`config.mk`:
```
export PLATFORM = sky130hd
export DESIGN_NAME = mips_ctrl_fsm
export DESIGN_NICKNAME = d
export VERILOG_FILES = /design/src/rtl/mips_ctrl_fsm.sv
export SDC_FILE = /design/constraint.sdc
export NUM_CORES = 1
export LEC_CHECK = 0
export ABC_CLOCK_PERIOD_IN_PS = 5700
export CELL_PAD_IN_SITES_DETAIL_PLACEMENT = 1
export CELL_PAD_IN_SITES_GLOBAL_PLACEMENT = 2
export CORE_ASPECT_RATIO = 1.2
export CORE_MARGIN = 2
export CORE_UTILIZATION = 28
export CTS_CLUSTER_SIZE = 10
export DETAILED_ROUTE_END_ITERATION = 10
export PLACE_DENSITY_LB_ADDON = 0.1
export SETUP_SLACK_MARGIN = 0.4
export SYNTH_ARGS = -nofsm -noshare
export SYNTH_HDL_FRONTEND = slang
export SYNTH_SLANG_ARGS = --single-unit
```
`constraint.sdc`:
```
create_clock -name clk -period 5.7 [get_ports clk]
set_input_delay 0.855 -clock clk [delete_from_list [all_inputs] [get_ports clk]]
set_output_delay 0.855 -clock clk [all_outputs]
set_load 0.005 [all_outputs]
```
`src/rtl/mips_ctrl_fsm.sv`:
```
// rtl/mips_ctrl_fsm.sv - multi-cycle MIPS control FSM driving fetch, register file, ALU and data memory
module mips_ctrl_fsm #(
  parameter logic [31:0] RESET_PC        = 32'h0000_0000,
  parameter bit          HALT_ON_ILLEGAL = 1'b1
) (
  input  logic        clk,
  input  logic        rst,
  output logic        imem_req,
  output logic [31:0] imem_addr,
  input  logic        imem_ack,
  input  logic [31:0] imem_rdata,
  output logic [4:0]  rf_ra1,
  output logic [4:0]  rf_ra2,
  input  logic [31:0] rf_rd1,
  input  logic [31:0] rf_rd2,
  output logic        rf_we,
  output logic [4:0]  rf_wa,
  output logic [31:0] rf_wd,
  output logic [5:0]  alu_op,
  output logic [5:0]  funct,
  output logic [31:0] alu_in1,
  output logic [31:0] alu_in2,
  input  logic [31:0] alu_result,
  input  logic        alu_zero,
  output logic        dmem_req,
  output logic        dmem_we,
  output logic [31:0] dmem_addr,
  output logic [31:0] dmem_wdata,
  input  logic [31:0] dmem_rdata,
  input  logic        dmem_ack,
  output logic        halted
);

  localparam logic [5:0] OP_RTYPE = 6'b000000;
  localparam logic [5:0] OP_J     = 6'b000010;
  localparam logic [5:0] OP_BEQ   = 6'b000100;
  localparam logic [5:0] OP_ADDI  = 6'b001000;
  localparam logic [5:0] OP_ANDI  = 6'b001100;
  localparam logic [5:0] OP_ORI   = 6'b001101;
  localparam logic [5:0] OP_LW    = 6'b100011;
  localparam logic [5:0] OP_SW    = 6'b101011;

  // ALU opcodes driven to the ALU (never the raw instruction opcode for lw/sw/beq)
  localparam logic [5:0] ALU_RTYPE = 6'b000000;
  localparam logic [5:0] ALU_ADD   = 6'b100000;
  localparam logic [5:0] ALU_SUB   = 6'b100011;
  localparam logic [5:0] ALU_AND   = 6'b101011;
  localparam logic [5:0] ALU_OR    = 6'b001101;

  typedef enum logic [2:0] {
    S_FETCH, S_DECODE, S_EXEC, S_MEM, S_WB, S_HALT
  } state_t;

  // What the instruction does after EXEC
  typedef enum logic [1:0] {
    K_ALU, K_LW, K_SW, K_BEQ
  } kind_t;

  state_t      state;
  kind_t       kind;
  logic [31:0] pc;
  logic [31:0] ir;
  logic [4:0]  wa;
  logic [31:0] rd2_q;

  logic [5:0]  opc;
  logic [5:0]  fn;
  logic [31:0] imm_s;
  logic [31:0] imm_z;

  kind_t       dec_kind;
  logic [5:0]  dec_op;
  logic [5:0]  dec_fn;
  logic [31:0] dec_in2;
  logic [4:0]  dec_wa;
  logic        dec_legal;
  logic        dec_jump;

  assign opc       = ir[31:26];
  assign fn        = ir[5:0];
  assign imm_s     = {{16{ir[15]}}, ir[15:0]};
  assign imm_z     = {16'h0000, ir[15:0]};
  assign imem_addr = pc;
  assign rf_ra1    = ir[25:21];
  assign rf_ra2    = ir[20:16];

  // Decode the held instruction into ALU controls, operand 2 and destination
  always_comb begin
    dec_kind  = K_ALU;
    dec_op    = ALU_RTYPE;
    dec_fn    = 6'b000000;
    dec_in2   = rf_rd2;
    dec_wa    = ir[20:16];
    dec_legal = 1'b1;
    dec_jump  = 1'b0;
    case (opc)
      OP_RTYPE: begin
        dec_fn    = fn;
        dec_wa    = ir[15:11];
        dec_legal = fn inside {6'b100000, 6'b100010, 6'b100100, 6'b100101};
      end
      OP_ADDI: begin
        dec_op  = ALU_ADD;
        dec_in2 = imm_s;
      end
      OP_ANDI: begin
        dec_op  = ALU_AND;
        dec_in2 = imm_z;
      end
      OP_ORI: begin
        dec_op  = ALU_OR;
        dec_in2 = imm_z;
      end
      OP_LW: begin
        dec_kind = K_LW;
        dec_op   = ALU_ADD;
        dec_in2  = imm_s;
      end
      OP_SW: begin
        dec_kind = K_SW;
        dec_op   = ALU_ADD;
        dec_in2  = imm_s;
      end
      OP_BEQ: begin
        dec_kind = K_BEQ;
        dec_op   = ALU_SUB;
      end
      OP_J:    dec_jump  = 1'b1;
      default: dec_legal = 1'b0;
    endcase
  end

  // Control sequencer: state, PC, IR and every registered output
  always_ff @(posedge clk) begin
    if (rst) begin
      state      <= S_FETCH;
      kind       <= K_ALU;
      pc         <= RESET_PC;
      ir         <= 32'h0;
      wa         <= 5'd0;
      rd2_q      <= 32'h0;
      imem_req   <= 1'b0;
      dmem_req   <= 1'b0;
      dmem_we    <= 1'b0;
      dmem_addr  <= 32'h0;
      dmem_wdata <= 32'h0;
      rf_we      <= 1'b0;
      rf_wa      <= 5'd0;
      rf_wd      <= 32'h0;
      alu_op     <= 6'd0;
      funct      <= 6'd0;
      alu_in1    <= 32'h0;
      alu_in2    <= 32'h0;
      halted     <= 1'b0;
    end else begin
      rf_we <= 1'b0;
      case (state)
        S_FETCH: begin
          if (imem_req && imem_ack) begin
            ir       <= imem_rdata;
            pc       <= pc + 32'd4;
            imem_req <= 1'b0;
            state    <= S_DECODE;
          end else begin
            imem_req <= 1'b1;
          end
        end
        S_DECODE: begin
          rd2_q <= rf_rd2;
          wa    <= dec_wa;
          kind  <= dec_kind;
          if (!dec_legal) begin
            if (HALT_ON_ILLEGAL) begin
              halted <= 1'b1;
              state  <= S_HALT;
            end else begin
              imem_req <= 1'b1;
              state    <= S_FETCH;
            end
          end else if (dec_jump) begin
            // pc already holds PC+4, so its top nibble is the jump region
            pc       <= {pc[31:28], ir[25:0], 2'b00};
            imem_req <= 1'b1;
            state    <= S_FETCH;
          end else begin
            alu_op  <= dec_op;
            funct   <= dec_fn;
            alu_in1 <= rf_rd1;
            alu_in2 <= dec_in2;
            state   <= S_EXEC;
          end
        end
        S_EXEC: begin
          case (kind)
            K_LW, K_SW: begin
              dmem_req   <= 1'b1;
              dmem_we    <= (kind == K_SW);
              dmem_addr  <= alu_result;
              dmem_wdata <= rd2_q;
              state      <= S_MEM;
            end
            K_BEQ: begin
              if (alu_zero) begin
                pc <= pc + {imm_s[29:0], 2'b00};
              end
              imem_req <= 1'b1;
              state    <= S_FETCH;
            end
            default: begin
              rf_we <= (wa != 5'd0);
              rf_wa <= wa;
              rf_wd <= alu_result;
              state <= S_WB;
            end
          endcase
        end
        S_MEM: begin
          if (dmem_ack) begin
            dmem_req <= 1'b0;
            dmem_we  <= 1'b0;
            if (kind == K_SW) begin
              imem_req <= 1'b1;
              state    <= S_FETCH;
            end else begin
              rf_we <= (wa != 5'd0);
              rf_wa <= wa;
              rf_wd <= dmem_rdata;
              state <= S_WB;
            end
          end
        end
        S_WB: begin
          imem_req <= 1'b1;
          state    <= S_FETCH;
        end
        default: begin
          imem_req <= 1'b0;
          dmem_req <= 1'b0;
          dmem_we  <= 1'b0;
          halted   <= 1'b1;
        end
      endcase
    end
  end

endmodule
```
# [Word level (Yosys, flattened, before mapping)]
# Index checks and enable logic that the tools add are counted.
[word_totals] elab_cells=127 regBits=288 rom_bits=0 out_inout_bits=224 mem_count=0 in_bits=165 ramBits=0 latchBits=0
[op_classes] shift=0 n_addsub=2 reduce_logical=26 div_mod_pow=0 mul=0 magnitude_cmp=0 mux=46 n_bitwise=4 eq_ne=29
[op_table] op="$mux W32" n=6
[op_table] op="$pmux W32 S2" n=2
[op_table] op="$pmux W32 S3" n=1
[op_table] op="$mux W28" n=2
[op_table] op="$eq A6 B6 Y1 const B" n=6
[op_table] op="$add A32 B3 Y32 const B" n=1
[op_table] op="$add A32 B32 Y32" n=1
[op_table] op="$pmux W6 S4" n=1
[op_table] op="$mux W5" n=4
[op_table] op="$ne A2 B2 Y1 const B" n=10
[op_table] op="$eq A6 B4 Y1 const B" n=3
[op_table] op="$pmux W3 S5" n=1
[op_table] op="$mux W1" n=14
[op_table] op="$mux W3" n=4
[op_table] op="$pmux W5 S2" n=1
[op_table] op="$reduce_and A5 Y1" n=2
[op_table] op="$reduce_bool A5 Y1" n=2
[op_table] op="$reduce_and A3 Y1" n=3
[op_table] op="$reduce_or A3 Y1" n=3
[op_table] op="$reduce_or A7 Y1" n=1
[op_table] op="$eq A3 B2 Y1 const B" n=2
[op_table] op="$eq A6 B2 Y1 const B" n=1
[op_table] op="$eq A6 B3 Y1 const B" n=1
[op_table] op="$logic_not A6 Y1" n=1
[op_table] op="other kinds (23)" n=34

# [Longest topological paths before layout]
# Gate-level depths: netlist (run 1).
[depth] depth_word=5 ltp_mapped=14

# [Worst setup path after synthesis (run 1)]
# No wires, ideal clock.
[synth_timing] path_type="register to register" from="reg state[1]" to="reg pc[22], in the netlist imem_addr[22]" path_buffers=2 period_less_slack_ns=3.416 setup_time_ns=0.082 setup_slack_ns=2.284 arrival_time_ns=3.334 path_stages_with_launch=14 path_cell_list="dfxtp_1 > clkbuf_1 > nand2b_1 > nor2_1 > clkbuf_1 > and2_1 > ha_1 > and3_1 > a31oi_1 > a21oi_2 > o21ai_1 > a211oi_1 > or4_1 > o2111ai_1"
[synth_between] elab_chain_len=3 elab_cells_between_ends=11
[synth_rtl] item="start, declared" line_no="59" rtl="state_t state;"
[synth_rtl] item="start signal, assigned" line_no="136" rtl="state <= S_FETCH;"
[synth_rtl] item="start signal, assigned" line_no="163" rtl="state <= S_DECODE;"
[synth_rtl] item="start signal, assigned" line_no="175" rtl="state <= S_HALT;"
[synth_rtl] item="$eq A3 B2 Y1, or another cell as far along" line_no="157" rtl="case (state)"
[synth_rtl] item="$ne A2 B2 Y1 (no source line) / $reduce_bool A3 Y1 (equally long branches)"
[synth_rtl] item="$reduce_and A6 Y1 (no source line)"
[synth_rtl] item="end signal, assigned" line_no="161" rtl="pc <= pc + 32'd4;"
[synth_rtl] item="end signal, assigned" line_no="182" rtl="pc <= {pc[31:28], ir[25:0], 2'b00};"
[synth_rtl] item="end signal, assigned" line_no="204" rtl="pc <= pc + {imm_s[29:0], 2'b00};"
[synth_rtl] item="end, declared" line_no="61" rtl="logic [31:0] pc;"
# Parallel ways exist; a longest one is shown, timed or not.
# A chain may end at the register's enable or synchronous reset.

# [Final worst setup path (run 1)]
# Same ends and word-level chain as after synthesis.

==> results of run 1 <==
==> power groups by stage <==
stage	logic, mW	clock network (mW)	registers [mW]
after floorplan	0.322	0	2.15
after global placement	0.620	0	2.19
after detailed placement	0.626	0	2.19
after CTS	0.631	2.21	2.15
after global routing	0.682	2.29	2.16
final	0.620	2.13	2.15
==> layout by cell type, fill, tap and decap left out, types with 6 or more instances in the layout <==
cell type        netlist  routed
nand4_1               14      14
mux2i_1               54      54
inv_1                 13      13
a211oi_1              44      44
nand2_1              415     414
a311oi_1              21      21
and3_1                13      12
ha_1                  20      20
or3_1                  8       8
and2_1                20      20
o21ai_0               22      22
a31oi_1               12      12
xnor2_1                7       7
a21o_1                 9       9
or2_2                  6       6
nor2_1               123     122
clkdlybuf4s50_1        0     384
nand3_1               27      26
clkbuf_8               0       7
a21oi_1              222     221
or4_1                  6       6
buf_4                 21      16
clkbuf_1              88       7
nor3_1                37      35
nor4_1                13      13
a21oi_2                5       6
dfxtp_1              285     285
clkbuf_16              0      37
==> worst max-delay path, cell delays in order (launching register included) <==
cell	delay, ns
dfxtp_1	0.68
nand2b_1	0.31
nor2_1	0.48
and2_1	0.20
ha_1	0.28
a21oi_1	0.18
o21ai_0	0.11
a31oi_1	0.33
a21oi_2	0.14
o21ai_1	0.49
a211oi_1	0.18
or4_1	0.50
o2111ai_1	0.11
==> routing by layer <==
layer | share of wire (%) | vias to the layer above
met5 | 0.092 | -
met4 | 1.8 | 8
met3 | 7.8 | 66
met2 | 48 | 327
met1 | 43 | 6108
li1 | - | 6197
==> worst paths after layout <==
| check | from | end | slack, ns |
|---|---|---|---|
| max | state[1] | imem_addr[22] | 1.62 |
| max reg2reg | state[1] | imem_addr[22] | 1.62 |
| min | dmem_addr[13] | dmem_addr[13] | 0.45 |
| min reg2reg | dmem_addr[13] | dmem_addr[13] | 0.45 |
==> flip-flops by register name, summed over array words and instances (netlist names), 2 cells and up <==
register / cells
kind: 2
state: 3
imem_addr: 30
dmem_addr: 32
ir: 32
alu_in2: 32
alu_op: 5
rd2_q: 32
funct: 6
dmem_wdata: 32
alu_in1: 32
wa: 5
rf_wa: 5
rf_wd: 32
==> area by class of cell <==
type	count	share of cell area, %
Inverter	15	0.312
Sequential cell	285	31.7
Tap cell	609	4.23
Timing Repair Buffer	401	22.1
Clock inverter	4	0.153
Antenna cell	1	0.0139
Multi-Input combinational cell	1189	35.8
Clock buffer	50	5.74
==> cells by family after synthesis <==
| group | Yosys count | synth area share [%] |
|---|---|---|
| and+or+nand+nor | 710 | 24.3 |
| AOI/OAI and AO/OA | 387 | 18.5 |
| DFF | 285 | 44.6 |
| buffers and inverters | 153 | 5.35 |
| muxes | 57 | 4.49 |
| adders and majority gates | 21 | 2.11 |
| xor gates and xnor gates | 11 | 0.752 |
| other | 1 | 0.0293 |
==> results by group, run 1 <==
Floorplanning
  • IO Count: 389
  • Initial Util: 28.5%
  • CORE AREA: 45000 sq um
  • Die Width: 199 microns
  • Die Ht: 238 microns
  • Die ar.: 47500 sq um
  • FP Rows: 85

Clock network
  • H-tree levels: 2
  • Num CTS Buffers: 36
  • Clk_lat worst skew: 0.53 ns
  • CTS tree: built
  • Clock-pin slew on the worst setup and hold paths: 0.06 ns
  • Hold Buf Count CTS: 0
  • Clock Path Buffers: 3
  • Root Buffer: clkbuf_16
  • CTS-repair resized insts: 0
  • Clock sinks: 285
  • Post-CTS setup buffer count: 0

Synth
  • Netlist Area Pre-Place: 12800 sq um
  • Top cells by count, synth: nand2_1, dfxtp_1, a21oi_1
  • Top FF cell, synth: dfxtp_1
  • Top-count cell post-synth: nand2_1
  • Syn. warnings: 0
  • Synth area leaders: dfxtp_1, nand2_1, a21oi_1
  • Yosys reg bits: 285
  • Number of synthesized flops with an enable pin: 0
  • Register area share after synthesis: 44.6%
  • Post-Syn Instances: 1625
  • Post-synth top area cell: dfxtp_1
  • Asr flop ratio synth: 0%
  • Mapped Avg Cell Area: 7.88 sq um
  • Top cell type's share of synthesized area: 44.6%
  • Synth unique cells: 80

Hold path
  • Hold Crit Class: flip-flop to flip-flop
  • Hold Path Depth: 2

Placement
  • DP HPWL: 36.3 mm
  • Placer Congestion: 0.848
  • Placed insts: 2499
  • Setup WS pre-CTS: 1.63 ns
  • PortBufs: 385
  • Area after DPL: 17000 sq um

Global routing
  • Vias in the first global route: 12992
  • M1 GR Usage: 26.4%
  • First-pass GRT wire length: 78.9 mm
  • GR Overflow Total: 0
  • GR Util met2: 36.2%
  • Largest net degree at the start of global routing: 91
  • GRT Util Overall: 21.3%
  • Initial antenna violation count: 4
  • GRT Max-Usage Layer: met2
  • Global-route track usage on met3: 6.33%

Cells and area
  • Fin nets: 2114
  • Sequential standard cell area: 5710 sq um
  • Layout area overhead: 40.8%
  • Layout cells sized above 1: 5.14%
  • Post-Layout Cell Count: 2554
  • Design area: 18000 sq um
  • Area of the multi-input gates: 6460 sq um
  • Layout Utilization: 40.1%
  • Fillcell total: 5323

Setup path
  • CP required: 6.15 ns
  • CP endpoint kind: flip-flop
  • Reg2Reg Depth: 12
  • CP Launch Type: flip-flop
  • Worst Path Max Fanout: 15
  • Crit path DAT: 4.53 ns
  • Crit Path Category: flip-flop to flip-flop

Drt
  • DR WL/cell: 20.3 microns
  • DRT Pass-1 Iters: 4
  • DRT antenna net count: 0
  • Drc violations: 0
  • Initial drt markers: 433
  • Via-per-instance ratio: 4.97
  • Routed wire length: 51.9 mm
  • Vias after detailed routing: 12706

Power and ir drop
  • Internal power: 3.61 mW
  • Seq pwr share: 43.8%
  • Clk pwr share: 43.5%
  • Power Density: 272 nW/um^2
  • Switching part of the total: 26.3%
  • Maximum vdd drop: 0.181 mV
  • Combinational group share of total power: 12.7%
  • Pwr Total: 4.89 mW
  • Switching power: 1.29 mW
  • Static leakage: 6.38 nW

STA
  • Fmax: 245 MHz
  • Worst Skew: 0.0120 ns
  • Shortest period the worst path allows: 4.08 ns
  • Endpoints failing setup: 0
  • Slew Limit Fails: 0
  • Final setup margin: 1.62 ns
  • Setup Total Neg Slack: 0 ns
  • Unrepaired setup endpoints after global routing: no
  • Fin crit share: 71.6%
  • Final Hold Slack: 0.450 ns
  • Worst-margin pin slew: 1.09 ns
  • Fin. Hold Viols: 0
  • Max-slew headroom: 27.1%

Run
  • Max Cap Violations: 0

Outcome
  • Status: complete, no violations
Note: power is estimated with default switching activity, not from simulation.
==> inputs of run 2 (changes only) <==
Settings changed: ABC_CLOCK_PERIOD_IN_PS 5700 to 3700, CORE_UTILIZATION 28 to 24.
Clock period 5.7 ns to 3.7 ns, I/O delays scaled along.
==> run 2 against run 1 <==
  * Critical path type unchanged
  * Largest power group is now the clock network
  * Clock-buffer cell count up 3
  * Worst setup slack worse by 1.0 ns
  * Core utilization down 4.8 points
  * Maximum frequency increased by 31%
  * Clock skew grew 0.014 ns
  * Critical endpoint unchanged
  * Critical path depth did not move
  * Clock power increased by 71%
  * Sequential power rose by 53%
  * Non-clock buffer count up 22
  * Sequential share of layout area decreased by 0.92 points
==> results by group, run 2 (same netlist as run 1, synthesis figures left out) <==
Drt
  • Routed wire length: 54.5 mm
  • Initial drt markers: 567
  • Vias after detailed routing: 12890
  • DRT Pass-1 Iters: 7
  • Via-per-instance ratio: 4.82
  • DRT antenna net count: 0
  • Drc violations: 0
  • DR WL/cell: 20.4 microns

Global routing
  • Vias in the first global route: 13109
  • First-pass GRT wire length: 83.1 mm
  • GR Overflow Total: 0
  • GRT Util Overall: 19.3%
  • Initial antenna violation count: 7
  • Largest net degree at the start of global routing: 128

Floorplanning
  • CORE AREA: 52600 sq um
  • FP Rows: 92
  • Die ar.: 55200 sq um
  • IO Count: 389
  • Initial Util: 24.3%
  • Die Width: 215 microns
  • Die Ht: 257 microns

STA
  • Worst-margin pin slew: 1.01 ns
  • Fin. Hold Viols: 0
  • Fmax: 321 MHz
  • Unrepaired setup endpoints after global routing: no
  • Worst Skew: 0.0261 ns
  • Shortest period the worst path allows: 3.12 ns
  • Max-slew headroom: 32.8%
  • Slew Limit Fails: 0
  • Endpoints failing setup: 0
  • Fin crit share: 84.3%
  • Setup Total Neg Slack: 0 ns

Setup path
  • Flop2flop setup slack: 0.58 ns
  • CP endpoint kind: flip-flop
  • CP required: 4.18 ns
  • Reg-to-Reg End: imem_addr[22]
  • Reg2Reg Depth: 12
  • Crit Path Category: flip-flop to flip-flop
  • CP Launch Type: flip-flop
  • R2r startpoint: state[2]
  • Crit path DAT: 3.60 ns
  • Worst Path Max Fanout: 6

Power and ir drop
  • Pwr Total: 7.93 mW
  • Power Density: 427 nW/um^2
  • Maximum vdd drop: 0.294 mV
  • Static leakage: 6.56 nW

Cells and area
  • Layout area overhead: 45.0%
  • Most frequent cells in the layout: nand2_1, clkdlybuf4s50_1, dfxtp_1
  • Commonest non-fill, non-tap cell in the layout: nand2_1
  • Post-Layout Cell Count: 2677
  • Fin nets: 2137
  • Layout cells sized above 1: 6.75%

Clock network
  • Clock Path Buffers: 3
  • Clk_lat worst skew: 0.56 ns
  • Root Buffer: clkbuf_16
  • Clock sinks: 285
  • Num CTS Buffers: 37
  • H-tree levels: 2
  • Clock-pin slew on the worst setup and hold paths: 0.06 ns
  • CTS tree: built

Hold path
  • Hold Crit Class: input pin to flip-flop
  • Hold Path Depth: 2
  • Hold endpoint: rf_wa[2]
  • Hold path start: rst

Placement
  • Placed insts: 2612
  • DP HPWL: 39.0 mm
  • Placer Congestion: 0.802
  • PortBufs: 385

Run
  • Max Cap Violations: 0

Outcome
  • Status: complete, no violations
==> run 2: cell types whose count changed in the layout (fill, tap and decap cells not counted), sizes merged <==
cell	change
buf	+23
bufinv	+3
clkbuf	+2
inv	-1
==> run 2: metal layers <==
layer	GRT usage, %	part of all wire [%]	vias to the layer above
met3	5.72	7.1	82
li1	-	-	6249
met5	0	0.13	-
met4	5.38	2.5	12
met1	23.5	43	6224
met2	33.0	48	323
==> run 2: through the flow <==
stage                     utilization [%]  worst slack (ns)  hold WS [ns]  cell area [sq um]
after floorplan                         -             0.436         0.432              12800
final                                35.3             0.582         0.348              18600
after global routing                 35.3             0.399         0.343              18600
after global placement               32.8             0.406         0.436              17300
after CTS                            35.1             0.384         0.322              18500
after detailed placement             32.8             0.318         0.445              17300
==> run 2: report_power, final <==
part	total (mW)	internal (mW)	switching, mW
Combinational	0.999	0.462	0.537
Sequential	3.29	3.18	0.103
Clock	3.65	2.19	1.45
==> run 2: worst max-delay path by stage <==
stage	end	cells after the start	start	slack, ns
CTS	imem_addr[28]	12	state[2]	0.38
global route	imem_addr[21]	12	state[2]	0.40
detailed placement	imem_addr[22]	12	state[2]	0.32
global placement	imem_addr[22]	12	state[2]	0.41
floorplan	imem_addr[22]	13	state[1]	0.44
finish	imem_addr[22]	12	state[2]	0.58
==> run 2: what timing repair did <==
| item | 4_1_cts | 5_1_grt |
|---|---|---|
| pin swaps | 0 | 9 |
| endpoints found under the setup margin | 6 | 15 |
| hold buffers | 0 | 0 |
| resized for setup | 2 | 12 |
| setup buffers | 0 | 5 |
==> run 2: layout make-up <==
class                      count  area, sq um
inverter                      15         56.3
clock inverter                 6          131
timing repair buffer         423         4190
fill                        6235        34000
multi-input combinational   1189         6530
antenna                        1         2.50
sequential                   285         5710
tap                          705          882
clock buffer                  53         1060
==> run 2: critical path, stage by stage (launching register included) <==
cell and delay [ns]:
dfxtp_1 0.32, nand2b_2 0.17, nor2_4 0.07, buf_4 0.16, and2_1 0.15, ha_1 0.37
and3_1 0.25, nand4_1 0.28, a21oi_4 0.29, o221ai_2 0.17, and3_1 0.23, or4_1 0.49
o2111ai_1 0.11
